**config.mk**
```make
export PLATFORM = sky130hd
export DESIGN_NAME = i2c_req_arbiter
export DESIGN_NICKNAME = d
export VERILOG_FILES = /design/src/rtl/i2c_req_arbiter.sv
export SDC_FILE = /design/constraint.sdc
export NUM_CORES = 1
export LEC_CHECK = 0
export CAP_MARGIN = 15
export CORE_UTILIZATION = 40
export CTS_CLUSTER_DIAMETER = 120
export DETAILED_ROUTE_END_ITERATION = 7
export MAX_ROUTING_LAYER = met4
export PLACE_DENSITY = 0.67
export SLEW_MARGIN = 20
export SYNTH_ARGS = -nofsm -noshare
export SYNTH_HDL_FRONTEND = slang
export SYNTH_SLANG_ARGS = --single-unit
```
**constraint.sdc**
```tcl
create_clock -name clk -period 2 [get_ports clk]
set_clock_uncertainty 0.2 [all_clocks]
set_input_delay 0.4 -clock clk [delete_from_list [all_inputs] [get_ports clk]]
set_output_delay 0.4 -clock clk [all_outputs]
set_load 0.01 [all_outputs]
```
**src/rtl/i2c_req_arbiter.sv**
```systemverilog
// Round-robin arbiter handing one I2C master to NREQ requesters, with transfer timeout.
// States: IDLE wait for req | GRANT m_start pulse | WAIT transfer in flight | RELEASE drop gnt, advance ptr
module i2c_req_arbiter #(
    parameter int NREQ    = 4,
    parameter int TIMEOUT = 50000
) (
    input  logic              clk,
    input  logic              rst,
    input  logic [NREQ-1:0]   req,
    input  logic [7*NREQ-1:0] req_addr,
    input  logic [NREQ-1:0]   req_rw,
    output logic [NREQ-1:0]   gnt,
    output logic              m_start,
    output logic [6:0]        m_addr,
    output logic              m_rw,
    input  logic              m_done,
    input  logic              m_ack_err,
    output logic              m_abort,
    output logic [NREQ-1:0]   done,
    output logic [NREQ-1:0]   err,
    output logic              busy
);
    localparam int IW = $clog2(NREQ);
    localparam logic [15:0] CNT_MAX = 16'(TIMEOUT - 1);

    typedef enum logic [1:0] {S_IDLE, S_GRANT, S_WAIT, S_RELEASE} state_t;

    state_t            state_q, state_d;
    logic [IW-1:0]     rr_ptr_q, rr_ptr_d;
    logic [IW-1:0]     idx_q, idx_d;
    logic [15:0]       cnt_q, cnt_d;
    logic [NREQ-1:0]   gnt_q, gnt_d;
    logic              m_start_q, m_start_d;
    logic              m_abort_q, m_abort_d;
    logic [NREQ-1:0]   done_q, done_d;
    logic [NREQ-1:0]   err_q, err_d;
    logic              busy_q, busy_d;
    logic [6:0]        m_addr_q, m_addr_d;
    logic              m_rw_q, m_rw_d;

    logic              sel_found;
    logic [IW-1:0]     sel_idx;
    logic [IW-1:0]     cand;
    logic              timeout_hit;

    // Scan downward so the requester closest to rr_ptr is the last (winning) assignment.
    always_comb begin
        sel_found = 1'b0;
        sel_idx   = '0;
        cand      = '0;
        for (int k = NREQ - 1; k >= 0; k--) begin
            cand = rr_ptr_q + IW'(k);
            if (req[cand]) begin
                sel_found = 1'b1;
                sel_idx   = cand;
            end
        end
    end

    assign timeout_hit = (cnt_q == CNT_MAX);

    always_ff @(posedge clk or negedge rst) begin
        if (!rst) begin
            state_q   <= S_IDLE;
            rr_ptr_q  <= '0;
            idx_q     <= '0;
            cnt_q     <= '0;
            gnt_q     <= '0;
            m_start_q <= 1'b0;
            m_abort_q <= 1'b0;
            done_q    <= '0;
            err_q     <= '0;
            busy_q    <= 1'b0;
            m_addr_q  <= '0;
            m_rw_q    <= 1'b0;
        end else begin
            state_q   <= state_d;
            rr_ptr_q  <= rr_ptr_d;
            idx_q     <= idx_d;
            cnt_q     <= cnt_d;
            gnt_q     <= gnt_d;
            m_start_q <= m_start_d;
            m_abort_q <= m_abort_d;
            done_q    <= done_d;
            err_q     <= err_d;
            busy_q    <= busy_d;
            m_addr_q  <= m_addr_d;
            m_rw_q    <= m_rw_d;
        end
    end

    always_comb begin
        state_d = state_q;
        case (state_q)
            S_IDLE:    if (sel_found) state_d = S_GRANT;
            S_GRANT:   state_d = S_WAIT;
            S_WAIT:    if (m_done || timeout_hit) state_d = S_RELEASE;
            S_RELEASE: state_d = S_IDLE;
            default:   state_d = S_IDLE;
        endcase
    end

    // Outputs are registered from the upcoming state, so they line up with state_q.
    always_comb begin
        rr_ptr_d  = rr_ptr_q;
        idx_d     = idx_q;
        cnt_d     = cnt_q;
        gnt_d     = gnt_q;
        m_start_d = 1'b0;
        m_abort_d = 1'b0;
        done_d    = '0;
        err_d     = '0;
        m_addr_d  = m_addr_q;
        m_rw_d    = m_rw_q;
        busy_d    = (state_d != S_IDLE);
        case (state_q)
            S_IDLE: begin
                if (sel_found) begin
                    idx_d     = sel_idx;
                    m_addr_d  = req_addr[int'(sel_idx)*7 +: 7];
                    m_rw_d    = req_rw[sel_idx];
                    gnt_d     = NREQ'(1) << sel_idx;
                    m_start_d = 1'b1;
                end
            end
            S_GRANT: cnt_d = '0;
            S_WAIT: begin
                if (m_done) begin
                    done_d = NREQ'(1) << idx_q;
                    if (m_ack_err) err_d = NREQ'(1) << idx_q;
                end else if (timeout_hit) begin
                    err_d     = NREQ'(1) << idx_q;
                    m_abort_d = 1'b1;
                end else begin
                    cnt_d = cnt_q + 16'd1;
                end
            end
            S_RELEASE: begin
                gnt_d    = '0;
                rr_ptr_d = idx_q + IW'(1);
            end
            default: ;
        endcase
    end

    assign gnt     = gnt_q;
    assign m_start = m_start_q;
    assign m_abort = m_abort_q;
    assign done    = done_q;
    assign err     = err_q;
    assign busy    = busy_q;
    assign m_addr  = m_addr_q;
    assign m_rw    = m_rw_q;

endmodule
```
Word-level counts from Yosys, hierarchy flattened
Index checks and enable logic that the tools add are counted.

Register bits after elaboration: 45. Bits of input ports: 40. Output and inout port bits: 23. Word-level logic and storage cells: 78.

Equal/unequal tests: 7. Add/sub/neg operators: 5. Reduce and logical (&&, ||, !) cells: 8. Magnitude comparators: 5. Multiply operators: 1. Multiplexer cells: 37. Shifts and indexed selects: 3.

Operators by type and width (count): 16-bit two-way mux (2); 16-bit one-hot mux with 2 select lines (1); 4-bit two-way mux (7); 28-bit by 6-bit indexed part select with 7-bit output (1); 16-bit by 1-bit adder with 16-bit output, second input constant (1); 16-bit == test, second input constant (1); 2-bit by 3-bit < comparator with 1-bit output, second input constant (5); 1-bit two-way mux (14); 2-bit two-way mux (6); 1-bit binary-select mux with 2-bit select (5); 2-bit one-hot mux with 4 select lines (1); 4-bit one-hot mux with 2 select lines (1); 1-bit by 2-bit << shifter with 4-bit output, first input constant (2); 2-bit != test, second input constant (3); 2-bit nonzero test (3); 2-bit by 3-bit multiplier with 5-bit output, second input constant (1); 2-bit by 1-bit adder with 2-bit output, second input constant (2); 2-bit adder, second input constant (2); 2-bit == test, second input constant (2); 2-bit AND reduction (2); 3-bit AND reduction (1); 2-bit by 1-bit == test with 1-bit output, second input constant (1); 2-bit zero test (1); 1-bit logical OR (1).

Logic depth before layout (Yosys ltp)
Gate-level depths: netlist of the first run.

Depth in word-level cells: 10. Gate-level depth with buffers: 8. Depth with buffers taken out: 7.

Worst setup path after synthesis of the first run
OpenSTA, ideal clock, no wires.

Kind: reg2reg. Start point: register state_q[0]. End point: register cnt_q[13]. Data arrival time: 1.575 ns. Path buffers: 1. Library setup time: 0.132 ns. Cell stages (with the launch flop): 9. Period minus slack after synthesis: 1.907 ns. Setup slack: 0.093 ns. Cells stage by stage: dfrtp_1 -> inv_1 -> ha_1 -> buf_2 -> nand3b_1 -> nor4_4 -> nand3_1 -> xor2_1 -> nor2_1.

Word-level cells in the longest chain between the ends: 3.

RTL lines: from (decl) (RTL line 28) `state_t state_q, state_d;`; from (signal assigned) (RTL line 77) `state_q <= state_d;`; 2-bit == test or 2-bit by 1-bit == test with 1-bit output (tied branches) (RTL line 116) `case (state_q)`; 2-bit != test (no source line) or 2-bit nonzero test (tied branches); 3-bit AND reduction (no source line); to (signal assigned) (RTL line 80) `cnt_q <= cnt_d;`; to (decl) (RTL line 31) `logic [15:0] cnt_q, cnt_d;`.

Several ways; a longest one is shown, not always the timed one. A chain may end at the register's enable or synchronous reset.

Final worst setup path of the first run
Start point: register cnt_q[1]. End point: register cnt_q[2].

Word-level cells in the longest chain between the ends: 4.

RTL lines: 16-bit by 1-bit adder with 16-bit output (RTL line 135) `cnt_d = cnt_q + 16'd1;`; 16-bit two-way mux (RTL line 131) `end else if (timeout_hit) begin`; 16-bit two-way mux (RTL line 128) `if (m_done) begin`; 16-bit one-hot mux with 2 select lines (RTL line 116).

Several ways; a longest one is shown, not always the timed one. The select of a mux whose other input is x is not followed.

==> results of run 1 <==
==> worst max path at each step <==
stage | end | depth (start not counted) | slack (ns)
floorplan | cnt_q[13]$_DFFE_PN0P_ | 8 | 0.09
global placement | m_addr[3]$_DFFE_PN0P_ | 8 | -0.28
detailed placement | m_addr[0]$_DFFE_PN0P_ | 8 | -0.37
CTS | m_addr[3]$_DFFE_PN0P_ | 8 | 0.02
global route | cnt_q[2]$_DFFE_PN0P_ | 6 | 0.03
finish | cnt_q[2]$_DFFE_PN0P_ | 6 | 0.1
==> cell usage in the layout (no fill, tap or decap), types with 2 or more instances in the layout <==
master / count
a21o_1: 2
a21oi_1: 4
and3_1: 6
buf_12: 3
buf_4: 21
clkbuf_8: 5
clkdlybuf4s50_1: 57
dfrtp_1: 45
dlymetal6s2s_1: 4
ha_1: 9
inv_1: 8
mux2i_1: 17
nand2_1: 20
nand2b_1: 5
nand3_1: 10
nand3_2: 2
nand3b_1: 2
nand4_1: 3
nor2_1: 21
nor2b_1: 3
nor3_1: 2
nor3b_1: 2
nor4_2: 2
nor4b_2: 3
o211ai_1: 5
o21ai_0: 3
o221ai_1: 8
o31ai_1: 2
xnor2_1: 4
xor2_1: 9
==> power by group <==
group / internal, uW / leakage (uW) / switching, uW
sequential: 1140 / 0.000595 / 160
clock: 364 / 0.0000540 / 311
combinational: 933 / 0.000946 / 830
==> stage by stage <==
step	area [sq um]	hold slack [ns]
global placement	3240	0.200
floorplan	2370	-0.0956
detailed placement	3240	0.199
finish	3430	0.302
CTS	3360	0.307
global route	3430	0.317
==> layer usage <==
metal  up-vias  routed length, um  share of wire (%)
met4         0                 53               0.97
met3         7                261                4.8
li1        968                  -                  -
met5         -                  0                  0
met2        44               2750                 50
met1       934               2420                 44
==> registers in the layout (all words and copies together), names as in the netlist <==
register,flops
gnt,4
state_q,2
m_start,1
cnt_q,16
err,4
m_addr,7
idx_q,2
busy,1
rr_ptr_q,2
done,4
m_abort,1
m_rw,1
==> cells by family after synthesis <==
logic type / synth area share (%)
AOI/OAI and AO/OA: 9.49
and+or+nand+nor: 21.4
xor gates and xnor gates: 4.80
adders and majority gates: 5.27
DFF: 47.4
muxes: 8.07
buffers and inverters: 3.53
==> area by class of cell <==
class / instances / area share [%]
well taps: 72 / 2.63
inverters: 9 / 0.986
clock inverters: 2 / 1.02
multi-input cells: 161 / 34.9
flip-flops and latches: 45 / 32.9
repair buffers: 88 / 25.6
clock buffers: 5 / 2.01
==> repair_timing <==
| item | in CTS | in global routing |
|---|---|---|
| setup endpoints to repair | 9 | 20 |
| cloned | 0 | 1 |
| endpoints found under the hold margin | 45 | 0 |
| resized for setup | 1 | 11 |
| hold buffers | 1 | 0 |
| pin swaps | 0 | 3 |
| setup buffers | 0 | 1 |
==> worst max-delay path: cells and delay by family, from the launching register on <==
kind                       cells  cell delay [ns]
DFF                            1             0.43
AOI/OAI and AO/OA              1             0.26
adders and majority gates      1             0.22
and+or+nand+nor                4             0.67
==> results by group, run 1 <==
Outcome
  • Outcome: completed

Setup path
  • Worst R2R Start: cnt_q[1]$_DFFE_PN0P_
  • Critical path class: reg -> reg
  • Critical Path Start Type: flop
  • Setup slack, reg-to-reg: a little under 0.1 ns
  • Required @ worst endpoint: 1.99 ns
  • Reg2Reg Depth: 6
  • Slowest cell on crit path: dfrtp_1
  • Crit end category: flop
  • Most used cell along the critical path: nand3_1
  • Worst flop-to-flop path endpoint: cnt_q[2]$_DFFE_PN0P_
  • Slowest stage delay, CP: about 0.43 ns
  • Max FO, Critical Path: 5
  • Worst Path Arrival: about 1.9 ns
  • Worst path cell trace: ha_1, nand3_1, and4b_4, nor2_2, nand3_1, a32o_1
  • Crit path launch: cnt_q[1]$_DFFE_PN0P_

Synthesis
  • FFs w/ async S/R, synth: 100%
  • Most common cell in the netlist: dfrtp_1
  • Synth Cell Area: around 2400 sq um
  • Mean Syn Cell Area: ~11 sq um
  • Synth Flop Type: dfrtp_1
  • Seq/Total Area, Yosys: 47.4%
  • Synth area leaders: dfrtp_1 (47%), mux2i_1 (7.6%), ha_1 (5.3%)
  • Post-synthesis instance total: about 220
  • Ys Warns: 0
  • Top-area cell type share of the netlist area: ~47%
  • Netlist cell types: 43
  • Top cells by count, synth: dfrtp_1 (45), nor2_1 (21), nand2_1 (20), mux2i_1 (18), nand3_1 (12)
  • Register bit total from synthesis: 45
  • Post-synth EDFFs: 0
  • Post-Syn Nets: approximately 270
  • Top cell type by total area after synthesis: dfrtp_1

Finish
  • Reg area: 1130 sq um
  • Final Util: around three fifths
  • Area delta synth->final: 44.4%
  • Ratio of cells with drive above 1 in the final layout: between 10% and 20%
  • Ant. Diodes: 0
  • Finished Layout Cells: roughly 380
  • Filler cell count: 495
  • Nets@finish: 360
  • Area of the multi-input gates: 1190 sq um

Global routing
  • Antenna violations before repair: 0
  • All-Layer GR Usage: a little under a fifth
  • Global-route wire length before repair: 9.03 mm
  • Vias in the first global route: slightly above 2k
  • Met3 Resource Use GR: about 4.3%
  • Busiest grt layer: met2
  • Largest net degree at the start of global routing: 46
  • Met1 usage: 23.0%
  • Grt ovf: 0
  • Met2 Usage GRT: a little under a third

Route
  • ANT nets after route: 0
  • Number of vias per cell: roughly 5
  • Avg WL per Cell: about 14 um
  • Initial drt markers: 41
  • Drt drc: 0
  • Via count: 1953
  • Drt pass-1 iters: 6
  • Routed wire length: approximately 5.5 mm

Floorplan
  • Die area: 6250 sq um
  • Cell Rows: 27
  • Starting Density: a little over two fifths
  • I/O pins: 63
  • Core footprint: approximately 5600 sq um
  • Die W: between 70 and 80 um
  • Die Span Y: 79.0 um

Pwr
  • Lkg Pwr: around 0.0016 uW
  • Worst vdd rail ir drop: between 800 and 900 uV
  • Cell Pwr Density: approximately 1100 nW/um^2
  • Post-route total power: about 3700 uW

Clocking
  • Clk sinks: 45
  • CTS tree: yes
  • CTS Root Cell: clkbuf_8
  • Clk buf depth: 2
  • Latest clock arrival within the worst-skew pair: 0.30 ns
  • Num CTS Buffers: 5
  • H-tree levels: 2
  • Clk slew on worst S/H paths: about 0.080 ns

Timing
  • Hold Fails Final Rpt: 0
  • Worst slew margin: about four fifths
  • Setup_tns: 0 ns
  • RSZ-0062 raised after global routing: no
  • Period Utilization, post-route: about 95%
  • F_max: around 530 MHz
  • Final Critical Period: 1.90 ns
  • Max Slew Vio Count: 0
  • Final Worst Setup Slack: about 0.098 ns
  • Worst-Margin Slew: around 0.32 ns
  • Final setup fails: 0

Placement
  • IO Port Bufs: 62
  • Dpl ws: -0.370 ns
  • Hpwl dp: a little under 4 mm
  • Placed Cells incl. Taps: ~370
  • GP Congestion: 0.780

Worst hold path
  • Worst Hold Endpoint: m_addr[6]$_DFFE_PN0P_
  • Hold depth: 2
  • HP Start: m_addr[6]$_DFFE_PN0P_
  • Hold Crit Class: reg -> reg

Flow run
  • Max_cap viols: 0
Power figures use the tool's default switching activity.
==> run 2: changes to the inputs <==
- GPL_TIMING_DRIVEN: default -> 0
==> run 2 against run 1 <==
Against the previous run: global-route usage shrank 1.1 points; critical path type unchanged; core utilization shrank 1.8 points; combinational power shrank 5%; largest power group unchanged; critical endpoint is now cnt_q[9]$_DFFE_PN0P_; critical path depth grew 2.
==> results by group, run 2 (synthesis gave the netlist of run 1 again) <==
Pwr
  • Worst vdd rail ir drop: 743 uV (-15%)
  • Cell Pwr Density: 1110 nW/um^2 (+1.6%)
  • Lkg Pwr: 0.00149 uW (-6.5%)

Floorplan
  • I/O pins: 63 (unchanged)
  • Die Span Y: 79.0 um (unchanged)
  • Core footprint: 5610 sq um (unchanged)
  • Starting Density: 42.3% (unchanged)
  • Die W: 79.0 um (unchanged)
  • Die area: 6250 sq um (unchanged)
  • Cell Rows: 27 (unchanged)

Route
  • Number of vias per cell: 5.15 (+0.79%)
  • Initial drt markers: 70 (+71%)
  • ANT nets after route: 0 (unchanged)
  • Drt drc: 0 (unchanged)
  • Routed wire length: 5.11 mm (-7.0%)
  • Via count: 1922 (-1.6%)
  • Drt pass-1 iters: 4 (-2)
  • Avg WL per Cell: 13.7 um (-4.7%)

Clocking
  • Clk slew on worst S/H paths: 0.09 ns (about the same)
  • Latest clock arrival within the worst-skew pair: 0.30 ns (about the same)
  • CTS tree: yes
  • Num CTS Buffers: 5 (unchanged)
  • Clk buf depth: 2 (unchanged)
  • CTS Root Cell: clkbuf_8
  • Clk sinks: 45 (unchanged)
  • H-tree levels: 2 (unchanged)

Global routing
  • Largest net degree at the start of global routing: 31 (-33%)
  • Grt ovf: 0 (unchanged)
  • Busiest grt layer: met2
  • Met1 usage: 22.3% (-0.64 points)
  • Antenna violations before repair: 0 (unchanged)
  • All-Layer GR Usage: 17.8% (-1.1 points)
  • Global-route wire length before repair: 8.51 mm (-5.7%)
  • Met2 Usage GRT: 28.9% (-2.8 points)
  • Met3 Resource Use GR: 4.37% (+0.11 points)
  • Vias in the first global route: 1819 (-10%)

Finish
  • Commonest non-fill, non-tap cell in the layout: clkdlybuf4s50_1
  • Ratio of cells with drive above 1 in the final layout: 14.6% (-2.2 points)
  • Number of flip-flops in the largest register: 16 (unchanged)
  • Most flops, register: cnt_q
  • Final Util: 59.3% (-1.8 points)
  • Area delta synth->final: 40.1%
  • Most frequent cells in the layout: clkdlybuf4s50_1 (58), dfrtp_1 (44), nor2_1 (21)
  • Nets@finish: 350 (-2.8%)
  • Post-Layout Inst Area: 3330 sq um (-3.0%)
  • Ant. Diodes: 0 (unchanged)

Worst hold path
  • HP Start: m_done
  • Hold Crit Class: in -> reg
  • Hold depth: 2 (unchanged)

Setup path
  • Reg2Reg Depth: 8 (+2)
  • Required @ worst endpoint: 1.99 ns (about the same)
  • Max FO, Critical Path: 4 (-1)
  • Slowest cell on crit path: dfrtp_2
  • Crit path launch: state_q[0]$_DFF_PN0_
  • Worst R2R Start: state_q[0]$_DFF_PN0_
  • Worst Path Arrival: 1.93 ns (+0.04 ns)
  • Critical Path Start Type: flop
  • Slowest stage delay, CP: 0.44 ns (about the same)
  • Worst path cell trace: inv_2, ha_4, buf_4, nor2b_2, nand3_1, nor4b_2, xnor2_1, nor2_1
  • Critical path class: reg -> reg
  • Crit end category: flop

Placement
  • Hpwl dp: 3.76 mm (-4.8%)
  • IO Port Bufs: 61 (-1.6%)
  • Dpl ws: -0.524 ns (-0.155 ns)
  • Dpl cell area: 3090 sq um (-4.6%)
  • GP Congestion: 0.794 (+1.8%)

Timing
  • F_max: 515 MHz (-2.0%)
  • Worst slew margin: 74.4% (-4.6 points)
  • RSZ-0062 raised after global routing: yes
  • Period Utilization, post-route: 97.1% (+2.0 points)
  • Worst-Margin Slew: 0.384 ns (+0.0684 ns)
  • Final Worst Setup Slack: 0.0585 ns (-0.0396 ns)
  • Max Slew Vio Count: 0 (unchanged)
  • Final setup fails: 0 (unchanged)
  • Final Critical Period: 1.94 ns (+0.0396 ns)
  • Hold Fails Final Rpt: 0 (unchanged)

Outcome
  • Outcome: completed

Flow run
  • Max_cap viols: 0 (unchanged)
[run 2: changes by cell type in the layout (fill, tap and decap cells not counted), moves of 2 or more]
cell / before / now
dlymetal6s2s_1: 4 / 0
dlygate4sd2_1: 0 / 2
nand3_1: 10 / 12
buf_2: 1 / 4
buf_6: 0 / 3
buf_12: 3 / 1
nand3_2: 2 / 0
buf_4: 21 / 7
[run 2: repair_timing]
action	in CTS	in global routing
pin swaps	1	5
hold buffers	1	0
endpoints found under the setup margin	24	22
gates resized for setup	10	9
setup buffers	1	5
endpoints found under the hold margin	15	0
[run 2: report_power, final]
part           switching [uW]  internal [uW]  total, uW
Sequential                166           1140       1310
Combinational             816            864       1680
Clock                     323            374        697
[run 2: critical path: cells and delay by family, from the launching register on]
| kind | cells | cell delay [ns] |
|---|---|---|
| XOR/XNOR | 1 | 0.15 |
| adder cells (fa/ha/maj) | 1 | 0.14 |
| flip-flops | 1 | 0.44 |
| AND/OR/NAND/NOR | 4 | 0.71 |
| buffers and inverters | 2 | 0.17 |
[run 2: through the flow]
step	power (uW)	TNS [ns]	cells	hold slack [ns]
final	3690	0	373	0.279
after global routing	3940	-0.292	373	0.279
after CTS	3600	0	368	0.271
after detailed placement	2850	-7.00	358	0.142
after global placement	2830	-48.62	357	0.270
after floorplan	2220	0	224	-0.0956
[run 2: path summary, 6_finish.rpt]
check                                   endpoint  slack (ns)
setup / recovery            cnt_q[9]$_DFFE_PN0P_        0.06
hold / removal                 done[2]$_DFF_PN0_        0.28
setup reg to reg            cnt_q[9]$_DFFE_PN0P_        0.06
hold reg to reg            m_addr[1]$_DFFE_PN0P_        0.30
max in group asynchronous   state_q[0]$_DFF_PN0_        0.77
min in group asynchronous   cnt_q[3]$_DFFE_PN0P_        0.34
[run 2: routing by layer]
metal / vias to the layer above / wire length, um
met3: 7 / 218
li1: 945 / -
met5: - / 0
met1: 925 / 2360
met4: 0 / 63
met2: 45 / 2470
[run 2: area by class of cell]
type                       instances  area, sq um
fill                             504         2280
multi-input combinational        161         1220
sequential                        45         1130
timing repair buffer              69          678
tap                               72         90.1
clock buffer                       5         68.8
buffer                             9         65.1
clock inverter                     3         46.3
inverter                           9         33.8
